[src/rtl/calc_seq_engine_pkg.sv]
// Shared definitions for the sequential calculator engine: op codes, FSM states,
// display error-digit codes and elaboration-time helper functions.
package calc_seq_engine_pkg;

    typedef enum logic [1:0] {
        OP_ADD = 2'd0,
        OP_SUB = 2'd1,
        OP_MUL = 2'd2,
        OP_DIV = 2'd3
    } calc_op_e;

    typedef enum logic [2:0] {
        ST_IDLE = 3'd0,
        ST_LOAD = 3'd1,
        ST_DIV  = 3'd2,
        ST_CONV = 3'd3,
        ST_DONE = 3'd4
    } calc_state_e;

    // Codes the 7-seg decoder renders as "E", "r" and blank when res_err is set.
    localparam logic [3:0] DIG_ERR_E = 4'hE;
    localparam logic [3:0] DIG_ERR_R = 4'hA;
    localparam logic [3:0] DIG_BLANK = 4'hF;

    function automatic longint pow10(input int n);
        longint p;
        p = 1;
        for (int i = 0; i < n; i++) p = p * 10;
        return p;
    endfunction

    function automatic int calc_clog2(input longint v);
        int     r;
        longint x;
        r = 0;
        x = v - 1;
        while (x > 0) begin
            r++;
            x = x >> 1;
        end
        return r;
    endfunction

endpackage

[src/rtl/calc_seq_engine_bin2bcd.sv]
// Iterative double-dabble binary-to-BCD converter, one shift per clock.
// The start edge loads and performs the first shift, so a conversion takes BIN_W edges.
module bin2bcd_seq
    import calc_seq_engine_pkg::*;
#(
    parameter int BIN_W  = 14,
    parameter int DIGITS = 4
) (
    input  logic                  clk,
    input  logic                  rst,
    input  logic                  clr,
    input  logic                  start,
    input  logic [BIN_W-1:0]      bin,
    output logic [4*DIGITS-1:0]   bcd,
    output logic                  busy,
    output logic                  done
);
    localparam int CW = calc_clog2(BIN_W);

    logic [BIN_W-1:0]    sh_q;
    logic [CW-1:0]       cnt_q;
    logic [4*DIGITS-1:0] adj;

    always_comb begin
        adj = bcd;
        for (int d = 0; d < DIGITS; d++) begin
            if (bcd[4*d +: 4] >= 4'd5) adj[4*d +: 4] = bcd[4*d +: 4] + 4'd3;
        end
    end

    always_ff @(posedge clk or negedge rst) begin
        if (!rst) begin
            bcd   <= '0;
            sh_q  <= '0;
            cnt_q <= '0;
            busy  <= 1'b0;
            done  <= 1'b0;
        end else begin
            done <= 1'b0;
            if (clr) begin
                bcd   <= '0;
                sh_q  <= '0;
                cnt_q <= '0;
                busy  <= 1'b0;
            end else if (start) begin
                // Adjusting an all-zero BCD field is a no-op, so the first shift happens on load.
                bcd   <= {{(4*DIGITS-1){1'b0}}, bin[BIN_W-1]};
                sh_q  <= bin << 1;
                cnt_q <= CW'(BIN_W - 1);
                busy  <= 1'b1;
            end else if (busy) begin
                bcd   <= {adj[4*DIGITS-2:0], sh_q[BIN_W-1]};
                sh_q  <= sh_q << 1;
                cnt_q <= cnt_q - 1'b1;
                if (cnt_q == CW'(1)) begin
                    busy <= 1'b0;
                    done <= 1'b1;
                end
            end
        end
    end

endmodule

[src/rtl/calc_seq_engine.sv]
// Calculator engine: per-digit entry counters, operand conversion, op FSM with
// restoring divider, and a sequential BCD converter for the result.
module calc_seq_engine
    import calc_seq_engine_pkg::*;
#(
    parameter int OPD_DIGITS = 2,
    parameter int RES_DIGITS = 4
) (
    input  logic                      clk,
    input  logic                      rst,
    input  logic [2*OPD_DIGITS-1:0]   btn_inc,
    input  logic [1:0]                op_sel,
    input  logic                      op_go,
    input  logic                      clr,
    output logic [4*OPD_DIGITS*2-1:0] digits,
    output logic [4*RES_DIGITS-1:0]   res_bcd,
    output logic                      res_neg,
    output logic                      res_err,
    output logic                      busy,
    output logic                      done,
    output logic [3:0]                state_dbg
);
    localparam int     ND      = 2 * OPD_DIGITS;
    localparam int     OPW     = calc_clog2(pow10(OPD_DIGITS));
    localparam int     RW      = 2 * OPW;
    localparam int     DCW     = calc_clog2(OPW + 1);
    localparam longint OPD_MAX = pow10(OPD_DIGITS) - 1;

    if (pow10(RES_DIGITS) <= OPD_MAX * OPD_MAX) begin : g_cfg_check
        $error("calc_seq_engine: RES_DIGITS too small for OPD_DIGITS product");
    end

    calc_state_e         state;
    calc_op_e            op_q;
    logic [3:0]          dig_q [ND];
    logic [OPW-1:0]      opd_a, opd_b, a_q, b_q, rem_q, quo_q;
    logic [RW-1:0]       mag_q;
    logic [DCW-1:0]      div_cnt;
    logic                neg_q, err_q, conv_start;
    logic [4*RES_DIGITS-1:0] conv_bcd;
    logic                conv_busy, conv_done;
    logic [OPW:0]        trial, rem_nx;
    logic                trial_ge;
    logic [OPW-1:0]      quo_nx;

    always_comb begin
        digits = '0;
        opd_a  = '0;
        opd_b  = '0;
        for (int i = 0; i < ND; i++) digits[4*i +: 4] = dig_q[i];
        for (int k = 0; k < OPD_DIGITS; k++) begin
            opd_a = opd_a + OPW'(dig_q[OPD_DIGITS+k]) * OPW'(pow10(k));
            opd_b = opd_b + OPW'(dig_q[k]) * OPW'(pow10(k));
        end
    end

    // One restoring-division step: shift the next dividend bit into the remainder.
    assign trial    = {rem_q, quo_q[OPW-1]};
    assign trial_ge = trial >= {1'b0, b_q};
    assign rem_nx   = trial_ge ? trial - {1'b0, b_q} : trial;
    assign quo_nx   = {quo_q[OPW-2:0], trial_ge};

    assign state_dbg = {conv_busy, state};

    always_ff @(posedge clk or negedge rst) begin
        if (!rst) begin
            for (int i = 0; i < ND; i++) dig_q[i] <= '0;
        end else if (clr) begin
            for (int i = 0; i < ND; i++) dig_q[i] <= '0;
        end else if (!busy) begin
            for (int i = 0; i < ND; i++) begin
                if (btn_inc[i]) dig_q[i] <= (dig_q[i] == 4'd9) ? 4'd0 : dig_q[i] + 4'd1;
            end
        end
    end

    // Handshake: busy rises the cycle after an accepted op_go and falls together with a
    // one-cycle done pulse; res_* are valid from that done cycle until the next done or clr.
    always_ff @(posedge clk or negedge rst) begin
        if (!rst) begin
            state      <= ST_IDLE;
            op_q       <= OP_ADD;
            a_q        <= '0;
            b_q        <= '0;
            rem_q      <= '0;
            quo_q      <= '0;
            mag_q      <= '0;
            div_cnt    <= '0;
            neg_q      <= 1'b0;
            err_q      <= 1'b0;
            conv_start <= 1'b0;
            res_bcd    <= '0;
            res_neg    <= 1'b0;
            res_err    <= 1'b0;
            busy       <= 1'b0;
            done       <= 1'b0;
        end else if (clr) begin
            state      <= ST_IDLE;
            conv_start <= 1'b0;
            res_bcd    <= '0;
            res_neg    <= 1'b0;
            res_err    <= 1'b0;
            busy       <= 1'b0;
            done       <= 1'b0;
        end else begin
            done       <= 1'b0;
            conv_start <= 1'b0;
            case (state)
                ST_IDLE: if (op_go) begin
                    a_q   <= opd_a;
                    b_q   <= opd_b;
                    op_q  <= calc_op_e'(op_sel);
                    neg_q <= 1'b0;
                    err_q <= 1'b0;
                    busy  <= 1'b1;
                    state <= ST_LOAD;
                end
                ST_LOAD: begin
                    state      <= ST_CONV;
                    conv_start <= 1'b1;
                    case (op_q)
                        OP_ADD: mag_q <= RW'(a_q) + RW'(b_q);
                        OP_SUB: begin
                            mag_q <= (a_q >= b_q) ? RW'(a_q - b_q) : RW'(b_q - a_q);
                            neg_q <= a_q < b_q;
                        end
                        OP_MUL: mag_q <= RW'(a_q) * RW'(b_q);
                        default: begin
                            if (b_q == '0) begin
                                err_q <= 1'b1;
                                mag_q <= '0;
                            end else begin
                                rem_q      <= '0;
                                quo_q      <= a_q;
                                div_cnt    <= DCW'(OPW);
                                conv_start <= 1'b0;
                                state      <= ST_DIV;
                            end
                        end
                    endcase
                end
                ST_DIV: begin
                    rem_q   <= rem_nx[OPW-1:0];
                    quo_q   <= quo_nx;
                    div_cnt <= div_cnt - 1'b1;
                    if (div_cnt == DCW'(1)) begin
                        mag_q      <= RW'(quo_nx);
                        conv_start <= 1'b1;
                        state      <= ST_CONV;
                    end
                end
                ST_CONV: if (conv_done) begin
                    res_bcd <= conv_bcd;
                    res_neg <= neg_q;
                    res_err <= err_q;
                    done    <= 1'b1;
                    busy    <= 1'b0;
                    state   <= ST_DONE;
                end
                ST_DONE: state <= ST_IDLE;
                default: state <= ST_IDLE;
            endcase
        end
    end

    bin2bcd_seq #(.BIN_W(RW), .DIGITS(RES_DIGITS)) u_bin2bcd (
        .clk   (clk),
        .rst   (rst),
        .clr   (clr),
        .start (conv_start),
        .bin   (mag_q),
        .bcd   (conv_bcd),
        .busy  (conv_busy),
        .done  (conv_done)
    );

endmodule

[config.mk]
export PLATFORM = sky130hd
export DESIGN_NAME = calc_seq_engine
export DESIGN_NICKNAME = d
export VERILOG_FILES = /design/src/rtl/calc_seq_engine_pkg.sv /design/src/rtl/calc_seq_engine_bin2bcd.sv /design/src/rtl/calc_seq_engine.sv
export SDC_FILE = /design/constraint.sdc
export NUM_CORES = 1
export LEC_CHECK = 0
export BUFFER_PORTS_ARGS = -buffer_cell sky130_fd_sc_hd__buf_2
export CORE_MARGIN = 10
export CORE_UTILIZATION = 35
export CTS_CLUSTER_DIAMETER = 40
export DETAILED_ROUTE_END_ITERATION = 10
export MAX_ROUTING_LAYER = met4
export PLACE_DENSITY = 0.49
export SETUP_SLACK_MARGIN = 0.4
export SLEW_MARGIN = 20
export SYNTH_ARGS = -nofsm -noshare
export SYNTH_HDL_FRONTEND = slang
export SYNTH_SLANG_ARGS = --single-unit
[constraint.sdc]
create_clock -name clk -period 5 [get_ports clk]
set_clock_uncertainty 0.15 [all_clocks]
set_input_delay 0.25 -clock clk [delete_from_list [all_inputs] [get_ports clk]]
set_output_delay 0.25 -clock clk [all_outputs]
set_load 0.05 [all_outputs]
Word level (Yosys, flattened, before mapping)
Index checks and enable logic that the tools add are counted.
Storage, ports and cells
  memory bits (read-only): 0
  bits in writable memories: 0
  flip-flop bits (word level): 125
  memories: 0
  output and inout bits: 40
  input port bits: 10
  bits in latches: 0
  logic and storage cells: 180
Cells by class
  divide/modulo/power cells: 0
  bitwise logic cells: 1
  add/subtract/negate cells: 16
  reduce and logical (&&, ||, !) cells: 26
  equal/unequal tests: 22
  multipliers: 3
  shift-type cells: 0
  mux-type cells: 80
  $lt $le $gt $ge: 7
Operators with widths (count)
  16-bit 2-to-1 mux: 8
  14-bit 2-to-1 mux: 6
  4-bit 2-to-1 mux: 14
  14-bit case mux with 3 select lines: 1
  7-bit 2-to-1 mux: 5
  1-bit 2-to-1 mux: 30
  14-bit case mux with 2 select lines: 1
  7-bit case mux with 2 select lines: 2
  3-bit 2-to-1 mux: 7
  4-bit by 1-bit adder with 4-bit output, second input constant: 4
  4-bit == test, second input constant: 4
  4-bit by 3-bit >= comparator with 1-bit output, second input constant: 4
  2-bit nonzero test: 8
  7-bit by 7-bit subtractor with 8-bit output: 2
  4-bit by 7-bit adder with 7-bit output: 2
  7-bit by 7-bit multiplier with 14-bit output: 1
  2-bit != test, second input constant: 7
  4-bit by 2-bit adder with 4-bit output, second input constant: 3
  4-bit by 3-bit multiplier with 6-bit output, second input constant: 2
  3-bit case mux with 4 select lines: 1
  4-bit AND reduction: 3
  2-bit AND reduction: 5
  3-bit AND reduction: 3
  7-bit by 7-bit adder with 8-bit output: 1
  other kinds (24): 31

Logic depth before layout (Yosys ltp)
Gate-level depths: netlist of run 1.
  depth in word-level cells: 5
  mapped depth: 18
  depth with buffers taken out: 18

Cells and area by module
From an unflattened synthesis of run 1, not the netlist that was laid out.
Second synthesis, totals
  cell total of the unflattened synthesis: 1024
  area total of the unflattened synthesis: 9246.4 µm²
Modules (own cells, without submodules)
  calc_seq_engine: cells an instance 840, sequential area each 2227.1 µm², times used 1, area an instance 7367.1 µm²
  bin2bcd_seq: cells an instance 184, sequential area each 875.8 µm², times used 1, area an instance 1879.3 µm²

Least setup slack after synthesis of run 1
No wires, ideal clock.
  path kind: register to register
  start: register b_q[1]
  end: register mag_q[13]
  data arrival time: 4.394 ns
  cell stages (with the launch flop): 19
  setup time: 0.129 ns
  buffers on the path: 0
  period minus slack after synthesis: 4.673 ns
  data required time: 4.721 ns
  setup slack: 0.327 ns
  cell sequence: dfrtp_1 clkinv_1 nor2_1 fa_1 inv_1 fa_1 inv_1 fa_1 inv_1 fa_1 inv_1 ha_1 a21o_1 a21o_1 o31ai_1 nand2b_1 o31a_1 mux2i_1 o21ai_1
Between the ends
  cells in the longest elaborated chain, start to end: 4
  elaborated cells on any way between the ends: 10
  those cells by class: 2 x add/sub; 1 x mul; 1 x order compare; 1 x eq/ne; 3 x mux; 2 x reduce/logical
Ends and longest elaborated chain
  start, declared: line calc_seq_engine.sv:36  | logic [OPW-1:0] opd_a, opd_b, a_q, b_q, rem_q, quo_q;
  start signal, assigned: line calc_seq_engine.sv:111  | b_q <= opd_b;
  parallel branches: the longest is 4 deep, another holds 7-bit by 7-bit multiplier with 14-bit output
  end signal, assigned: line calc_seq_engine.sv:122  | OP_ADD: mag_q <= RW'(a_q) + RW'(b_q);
  end signal, assigned: line calc_seq_engine.sv:124  | mag_q <= (a_q >= b_q) ? RW'(a_q - b_q) : RW'(b_q - a_q);
  end signal, assigned: line calc_seq_engine.sv:127  | OP_MUL: mag_q <= RW'(a_q) * RW'(b_q);
  end, declared: line calc_seq_engine.sv:37  | logic [RW-1:0] mag_q;
Several ways; the timed one is not identified.
A chain may end at the register's enable or synchronous reset.

Worst setup path after layout of run 1
  start: register a_q[3]
  end: register mag_q[13]
Between the ends
  cells in the longest elaborated chain, start to end: 4
  elaborated cells on any way between the ends: 7
  those cells by class: 2 x add/sub; 1 x mul; 1 x order compare; 3 x mux
Ends and longest elaborated chain
  start, declared: line calc_seq_engine.sv:36
  start signal, assigned: line calc_seq_engine.sv:110  | a_q <= opd_a;
  parallel branches: the longest is 2 deep, another holds 7-bit by 7-bit multiplier with 14-bit output
  14-bit case mux with 3 select lines (*): line calc_seq_engine.sv:121  | case (op_q)
  14-bit case mux with 2 select lines (*): line calc_seq_engine.sv:108  | case (state)
Every way passes the cells marked *.

==> impl_metrics.yaml, run 1 <==
timing:
  tns_ps: 0
  worst_hold_slack_ps: 70.43
  fin_crit_sh: 0.9000
  max_freq_ghz: 0.2222
  maxSlewViolCount: 0
  fin_ws_ps: 499.9
  min_period_ps: 4500
  tightest_slew_ps: 1023
  hold_viol_final: 0
  setup_viol: 0
  rsz0062_at_grt: "yes"
  relSlewSlack: 0.3182
finish:
  synthToLayoutAreaGrowth_pct: 15.56
  drive_above_1_share: 0.1395
  antenna_cells: 0
  final_area_um2: 10400
  finalNetCount: 1196
  post-route-util: 0.4118
place:
  port-buffer-count: 49
  postPlaceCellArea_um2: 9613
  gp_congestion: 0.9064
  dpl.hpwl_um: 18230
  pre_cts_ws_ps: 128.5
detailed_routing:
  avgRoutedWirePerCell_um: 17.42
  num_vias: 7139
  dr.pass1.iters: 5
  drc: 0
  drt-initial-drc-count: 428
  wl_um: 24480
  ant_nets: 0
  avgViaCountPerCell: 5.081
worst_setup_path:
  cp_top_family: "adder cells"
  rr_endpoint: "mag_q[13]$_DFFE_PN0P_"
  cpPeakStageDelay_ps: 550
  path_common_cell: "fa_1"
  worstPathBufferInverterCount: 4
  start_kind: "flip-flop"
  critPathMaxFanout: 2
  r2r_cells: 17
  r2r-start: "a_q[3]$_DFFE_PN0P_"
  crit_path_start: "a_q[3]$_DFFE_PN0P_"
  r2r_setup_slack_ps: 500
  endpoint: "mag_q[13]$_DFFE_PN0P_"
  critPathSlowestCell: "fa_1"
  critPathRequiredTime_ps: 5150
  arrival_ps: 4650
  critical_path_class: "flip-flop to flip-flop"
  crit_cells: 17
  endpoint_kind: "flip-flop"
  path_cells: "ha_2 > fa_1 > inv_1 > fa_1 > inv_2 > fa_1 > inv_2 > fa_1 > inv_2 > ha_4 > a21o_1 > a21o_1 > o31ai_2 > nand2b_1 > o31a_1 > mux2i_1 > o21ai_1"
power:
  powerDensity_nw_per_um2: 457.8
  power_leakage_uw: 0.004899
  ir_drop_mv: 0.2118
clock_tree:
  insertion_delay_ps: 430
  cts_tree: "done"
  numCtsBuffers: 17
  root_buffer: "clkbuf_16"
  cts_sinks: 124
  clockBufferDepth: 2
  clk_pin_slew_ps: 70
  htreeDepth: 4
floorplanning:
  die_w_um: 180.3
  placeableCoreArea_um2: 25250
  initial_utilization: 0.3563
  die-area_um2: 32520
  io_pins: 50
  placementRows: 58
  die_height_um: 180.3
global_route:
  grtUsageTotal: 0.1582
  antenna_found_initial: 0
  grt_pass1_wl_um: 41150
  grt-ovfl-total: 0
  grt_max_degree: 65
  first_global_vias: 7426
run_status:
  status: "complete, no violations"
yosys:
  ys.flop_type: "dfrtp_1"
  avgSynthCellArea_um2: 8.981
  synth_edf_count: 0
  yosysWarnings: 0
  synthArstFlopShare: 1.000
  ys_seq_area_frac: 0.3448
  syn_inst: 1002
  synth_seq_cells: 124
  syn-cell-area_um2: 8999
  synth_nets: 1136
  synth.distinct_cells: 71
flow_run:
  maxCapViolations: 0
min_path:
  hold_class: "primary input to flip-flop"
how the worst min path moves through the flow:
stage | from | end | slack [ps] | cells after the start
floorplan | rst | a_q[0]$_DFFE_PN0P_ | -200 | 0
global route | btn_inc[1] | digits[4]$_DFFE_PN0P_ | 80 | 3
CTS | btn_inc[3] | digits[15]$_DFFE_PN0P_ | 50 | 3
detailed placement | rst | u_bin2bcd.bcd[0]$_DFFE_PN0P_ | 150 | 1
finish | btn_inc[0] | digits[0]$_DFFE_PN0P_ | 70 | 3
global placement | rst | u_bin2bcd.bcd[0]$_DFFE_PN0P_ | 150 | 1
registers in the layout, summed over array words and instances, names as in the netlist:
name,cells
u_bin2bcd.sh_q,13
u_bin2bcd.cnt_q,4
res_err,1
state,3
busy,1
u_bin2bcd.bcd,16
done,1
digits,16
u_bin2bcd.busy,1
a_q,7
neg_q,1
div_cnt,3
mag_q,14
rem_q,7
b_q,7
u_bin2bcd.done,1
quo_q,7
err_q,1
res_neg,1
res_bcd,16
conv_start,1
op_q,2
worst reg2reg max path, delay by kind of cell, from the launching register on:
kind	cells	cell delay [ps]
adders and majority gates	6	2490
AOI/OAI and AO/OA	5	900
buffers and inverters	4	190
and+or+nand+nor	1	110
DFF	1	390
muxes	1	160
cells in the mapped netlist (all sizes together), types with 14 or more instances:
library cell,n,area (um^2)
nand3,15,80.08
nor3,14,70.07
clkbuf,21,78.83
o21ai,79,402.9
nor2b,20,125.1
a21oi,82,417.9
dfrtp,124,3103
o31ai,14,105.1
nor2,115,439.2
inv,69,259.0
ha,92,1151
fa,32,640.6
mux2i,27,270.3
nand2b,15,93.84
xnor2,23,201.4
a21o,14,106.4
nand2,124,465.5
buf,18,111.4
final cells by class:
cell class              instances  area, um^2
well taps                     330       412.9
multi-input cells             768        5483
fillers                      2525       14860
flip-flops and latches        124        3112
clock inverters                15       202.7
inverters                      71       271.5
clock buffers                  17       425.4
repair buffers                 80       491.7
per-stage QoR:
stage	instances	total power [uW]
floorplan	1002	2838
global placement	1360	3396
detailed placement	1360	3385
CTS	1403	4786
global route	1405	5124
finish	1405	4761
what timing repair did:
item / 4_1_cts / 5_1_grt
resized for setup: 9 / 9
endpoints found under the setup margin: 3 / 4
buffers inserted: 8 / 2
hold endpoints to repair: 65 / 0
hold buffers: 3 / 0
pin swaps: 6 / 10
cells in the final DEF (no fill, tap or decap), types with 14 or more instances in the layout:
master	count
nand2_1	124
nand2b_1	15
buf_2	48
xnor2_1	23
nor2b_1	20
inv_1	63
ha_1	90
mux2i_1	27
o21ai_0	72
clkbuf_16	17
a21oi_1	80
buf_4	28
nor2_1	113
fa_1	32
nand3_1	14
dfrtp_1	117
power breakdown:
group          internal [uW]  total, uW  switching (uW)
Clock                    806       1340             539
Combinational            812       2010            1200
Sequential              1180       1410             225
per-layer routing:
metal / wire [um] / track usage / vias to the layer above
met5: 0 / - / -
met4: 524 / 0.05052 / 0
met1: 11650 / 0.2051 / 3430
li1: - / - / 3560
met3: 845 / 0.02711 / 35
met2: 11460 / 0.2466 / 114
logic make-up after synthesis:
logic type / count (synthesis) / share of synthesized area
and+or+nand+nor: 329 / 0.1653
AOI/OAI and AO/OA: 250 / 0.1717
adders and majority gates: 124 / 0.1991
DFF: 124 / 0.3448
buffers and inverters: 110 / 0.05075
xor gates and xnor gates: 35 / 0.03407
muxes: 30 / 0.03420
Power figures use the tool's default switching activity.
==> run 2, diff against run 1 <==
Settings changed: CELL_PAD_IN_SITES_DETAIL_PLACEMENT set to 1, CELL_PAD_IN_SITES_GLOBAL_PLACEMENT set to 2, CORE_ASPECT_RATIO set to 0.7, PLACE_DENSITY 0.49 to 0.73.
==> run 2 against run 1 <==
Against the previous run:
- register-to-register slack barely moved
- hold slack lost 16 ps
- first-iteration DRC count up 16%
- flip-flop and latch count did not move
- setup slack better by 3.1 ps
- critical path depth is the same
- wire length grew 13%
- clock power is 13% lower
- power down 1.1%
- non-clock buffer count increased by 1
- global-route usage up 1.9 points
- critical path type unchanged
- largest cell class unchanged
==> impl_metrics.yaml, run 2 (synthesis gave the netlist of run 1 again) <==
floorplanning:
  placementRows: 48
  initial_utilization: 0.3602
  die_w_um: 211.7
  placeableCoreArea_um2: 24980
  die-area_um2: 32630
  io_pins: 50
  die_height_um: 154.2
timing:
  relSlewSlack: 0.2941
  fin_ws_ps: 503.0
  fin_crit_sh: 0.8994
  tightest_slew_ps: 1059
  hold_viol_final: 0
  max_freq_ghz: 0.2224
  min_period_ps: 4497
  maxSlewViolCount: 0
  setup_viol: 0
  rsz0062_at_grt: "yes"
place:
  place_inst: 1357
  port-buffer-count: 49
  pre_cts_ws_ps: -14.10
  dpl.hpwl_um: 21060
  gp_congestion: 0.9287
  postPlaceCellArea_um2: 9622
global_route:
  antenna_found_initial: 0
  grt-ovfl-total: 0
  first_global_vias: 7515
  grt_pass1_wl_um: 44280
  grt_max_degree: 100
  grtUsageTotal: 0.1777
clock_tree:
  cts_sinks: 124
  root_buffer: "clkbuf_16"
  clk_pin_slew_ps: 60
  cts_tree: "done"
  htreeDepth: 4
  clockBufferDepth: 2
  insertion_delay_ps: 430
  numCtsBuffers: 17
power:
  power_leakage_uw: 0.004861
  ir_drop_mv: 0.3034
  powerDensity_nw_per_um2: 454.4
worst_setup_path:
  r2r_cells: 17
  arrival_ps: 4650
  endpoint_kind: "flip-flop"
  r2r-start: "b_q[3]$_DFFE_PN0P_"
  rr_endpoint: "mag_q[13]$_DFFE_PN0P_"
  cpPeakStageDelay_ps: 500
  critPathMaxFanout: 3
  critical_path_class: "flip-flop to flip-flop"
  endpoint: "mag_q[13]$_DFFE_PN0P_"
  path_common_cell: "fa_1"
  critPathSlowestCell: "fa_1"
  path_cells: "ha_4 > fa_1 > inv_1 > fa_1 > inv_2 > fa_1 > inv_1 > fa_1 > inv_2 > ha_4 > a21o_1 > a21o_1 > o31ai_4 > nand2b_1 > o31a_1 > mux2i_1 > o21ai_1"
  start_kind: "flip-flop"
  crit_path_start: "b_q[3]$_DFFE_PN0P_"
  critPathRequiredTime_ps: 5150
  r2r_setup_slack_ps: 500
min_path:
  hold_class: "primary input to flip-flop"
  hold_start: "btn_inc[2]"
  hold_depth: 3
finish:
  layout.cells.non_filler: 1400
  final.fill_count: 2905
  final_area_um2: 10360
  mostFrequentLayoutCells: "124 x nand2_1, 119 x dfrtp_1, 112 x nor2_1"
  finalNetCount: 1197
  final_common_cell: "nand2_1"
  synthToLayoutAreaGrowth_pct: 15.14
  drive_above_1_share: 0.1395
  antenna_cells: 0
detailed_routing:
  ant_nets: 0
  avgRoutedWirePerCell_um: 19.74
  wl_um: 27640
  drt-initial-drc-count: 497
  avgViaCountPerCell: 5.301
  num_vias: 7422
  drc: 0
  dr.pass1.iters: 4
run_status:
  status: "complete, no violations"
flow_run:
  maxCapViolations: 0
## run 2: cell types whose count changed in the layout (fill, tap and decap cells not counted), moves of 3 or more
| cell | before | now |
|---|---|---|
| clkbuf_1 | 0 | 3 |
| inv_6 | 4 | 0 |
| ha_1 | 90 | 87 |
| inv_8 | 4 | 0 |
| clkinv_2 | 1 | 4 |
## run 2: worst max-delay path: cells and delay by family, from the launching register on
kind	cells	cell delay, ps
adders and majority gates	6	2340
AOI/OAI and AO/OA	5	950
DFF	1	420
buffers and inverters	4	200
muxes	1	190
and+or+nand+nor	1	120
## run 2: routing by layer
layer / vias up / wire length [um] / global-route usage
li1: 3561 / - / -
met1: 3722 / 14960 / 0.2675
met2: 129 / 11100 / 0.2316
met3: 10 / 1414 / 0.04407
met4: 0 / 159 / 0.03175
met5: - / 0 / -
## run 2: worst min-delay path by stage
stage / to / slack, ps
finish: digits[11]$_DFFE_PN0P_ / 50
global route: digits[11]$_DFFE_PN0P_ / 80
CTS: digits[11]$_DFFE_PN0P_ / 40
detailed placement: u_bin2bcd.sh_q[7]$_DFFE_PN0P_ / 300
global placement: u_bin2bcd.sh_q[6]$_DFFE_PN0P_ / 310
floorplan: a_q[0]$_DFFE_PN0P_ / -200
## run 2: repair_timing
item	4_1_cts	5_1_grt
buffers inserted	7	2
hold endpoints to repair	100	0
setup endpoints to repair	3	4
hold buffers	3	0
gates resized for setup	17	9
pin swaps	12	5
## run 2: cell type report
class / count / area, um^2 / share of cell area
multi-input combinational: 768 / 5515 / 0.5323
sequential: 124 / 3109 / 0.3001
timing repair buffer: 81 / 506.7 / 0.04891
clock buffer: 21 / 450.4 / 0.04347
tap: 325 / 406.6 / 0.03925
inverter: 71 / 277.8 / 0.02681
clock inverter: 10 / 95.09 / 0.009178
## run 2: per-stage QoR
stage	hold slack (ps)	TNS, ps	util	total power [uW]
2_1_floorplan	-195.6	0	-	2838
3_3_place_gp	310.5	0	0.3851	3437
3_5_place_dp	295.9	-14.10	0.3851	3459
4_1_cts	42.12	0	0.4130	4693
5_1_grt	78.84	0	0.4147	5032
6_report	54.49	0	0.4147	4708
## run 2: where the power goes
| group | internal, uW | total, uW | switching, uW |
|---|---|---|---|
| Combinational | 834 | 2130 | 1300 |
| Clock | 693 | 1170 | 474 |
| Sequential | 1180 | 1410 | 227 |
| Total | 2710 | 4710 | 2000 |
==> run 3, diff against run 2 <==
Settings changed: GPL_TIMING_DRIVEN set to 0.
==> run 3 against run 2 <==
Against the previous run:
- final cell count up 3.4%
- non-clock buffer count up 46
- global-route usage up 0.53 points
- sequential power about the same
- die area unchanged
- utilization up 1.6 points
- first-iteration DRC count down 24%
- wire length up 2.0%
- clock power up 11%
==> impl_metrics.yaml, run 3 (synthesis gave the netlist of run 1 again) <==
power:
  powerDensity_nw_per_um2: 458.2
  p_switching_uw: 2047
  intPower_uw: 2885
  pwr-share-seq: 0.282
  p_sw_frac: 0.4151
  pwr-share-comb: 0.454
  p_clk_frac: 0.264
  fin_total_pwr_uw: 4932
  power_leakage_uw: 0.005022
  ir_drop_mv: 0.2396
clock_tree:
  htreeDepth: 4
  clk_pin_slew_ps: 60
  numCtsBuffers: 17
  clockBufferDepth: 2
  cts_tree: "done"
  root_buffer: "clkbuf_16"
  insertion_delay_ps: 430
  cts_sinks: 124
timing:
  tightest_slew_ps: 747.8
  relSlewSlack: 0.4996
  hold_viol_final: 0
  max_freq_ghz: 0.2206
  fin_crit_sh: 0.9065
  setup_viol: 0
  min_period_ps: 4533
  rsz0062_at_grt: "yes"
  tns_ps: 0
  maxSlewViolCount: 0
  fin_ws_ps: 467.5
global_route:
  grt_pass1_wl_um: 45550
  antenna_found_initial: 0
  grt-ovfl-total: 0
  grtUsageTotal: 0.1829
  grt_max_degree: 71
  grt_use_met3: 0.03452
  met1_usage: 0.2703
  use_met2: 0.2485
  first_global_vias: 7799
  top_usage_layer: "met1"
finish:
  final_common_cell: "nand2_1"
  finalNetCount: 1243
  final_area_um2: 10760
  synthToLayoutAreaGrowth_pct: 19.62
  mostFrequentLayoutCells: "124 x nand2_1, 112 x nor2_1, 111 x dfrtp_1"
  drive_above_1_share: 0.1702
  antenna_cells: 0
worst_setup_path:
  path_cells: "ha_4 > fa_1 > inv_2 > fa_1 > inv_2 > fa_1 > inv_1 > fa_1 > inv_2 > ha_4 > a21o_1 > a21o_1 > o31ai_4 > nand2b_1 > o31a_1 > mux2i_2 > o21ai_1"
  cpPeakStageDelay_ps: 510
  critPathRequiredTime_ps: 5170
  critPathSlowestCell: "fa_1"
  endpoint_kind: "flip-flop"
  critical_path_class: "flip-flop to flip-flop"
  critPathMaxFanout: 3
  start_kind: "flip-flop"
  path_common_cell: "fa_1"
  arrival_ps: 4700
  r2r_setup_slack_ps: 470
detailed_routing:
  wl_um: 28200
  ant_nets: 0
  num_vias: 7593
  drc: 0
  avgRoutedWirePerCell_um: 19.49
  avgViaCountPerCell: 5.247
  drt-initial-drc-count: 379
  dr.pass1.iters: 4
min_path:
  hold_class: "primary input to flip-flop"
floorplanning:
  die_height_um: 154.2
  die_w_um: 211.7
  placementRows: 48
  die-area_um2: 32630
  placeableCoreArea_um2: 24980
  initial_utilization: 0.3602
  io_pins: 50
place:
  postPlaceCellArea_um2: 9688
  port-buffer-count: 48
  pre_cts_ws_ps: -472.0
  dpl.hpwl_um: 21240
  gp_congestion: 0.8416
run_status:
  status: "complete, no violations"
flow_run:
  maxCapViolations: 0
run 3: power groups by stage:
stage	clock (uW)	sequential (uW)	combinational [uW]
after floorplan	0	1370	1470
after global placement	0	1420	2010
after detailed placement	0	1430	2030
after CTS	1330	1390	2190
after global routing	1380	1420	2500
final	1300	1390	2240
run 3: timing repair:
item	in CTS	in global routing
endpoints found under the hold margin	56	0
setup endpoints to repair	7	7
gates resized for setup	38	12
setup buffers	24	12
hold buffers	3	0
pin swaps	12	7
run 3: final timing paths:
check,start,end,cells after the start
min in group asynchronous,rst,u_bin2bcd.sh_q[9]$_DFFE_PN0P_,2
worst max register to register,a_q[3]$_DFFE_PN0P_,mag_q[13]$_DFFE_PN0P_,17
worst min register to register,quo_q[3]$_DFFE_PN0P_,quo_q[3]$_DFFE_PN0P_,2
worst min-delay path,btn_inc[2],digits[11]$_DFFE_PN0P_,3
worst max-delay path,a_q[3]$_DFFE_PN0P_,mag_q[13]$_DFFE_PN0P_,17
max in group asynchronous,rst,a_q[4]$_DFFE_PN0P_,3
run 3: area by class of cell:
type	instances	area, um^2
Inverter	71	312.8
Clock inverter	13	163.9
Timing Repair Buffer	88	581.8
Fill cell	2891	14220
Clock buffer	19	452.9
Buffer	39	190.2
Sequential cell	124	3119
Tap cell	325	406.6
Multi-Input combinational cell	768	5537
run 3: through the flow:
stage	hold slack, ps	std cells	util
after floorplan	-195.6	1002	-
after global placement	302.7	1375	0.3863
after detailed placement	68.54	1376	0.3878
after CTS	50.97	1435	0.4255
after global routing	86.95	1447	0.4308
final	59.57	1447	0.4308
run 3: critical path, delay by kind of cell, from the launching register on:
family,cells,cell delay (ps)
and+or+nand+nor,1,130
DFF,1,450
buffers and inverters,4,180
muxes,1,200
AOI/OAI and AO/OA,5,940
adders and majority gates,6,2370
run 3: layer usage:
metal,vias to the layer above,routed length (um)
met1,3819,15130
met3,18,1045
met4,0,276
met5,-,0
met2,99,11750
li1,3657,-
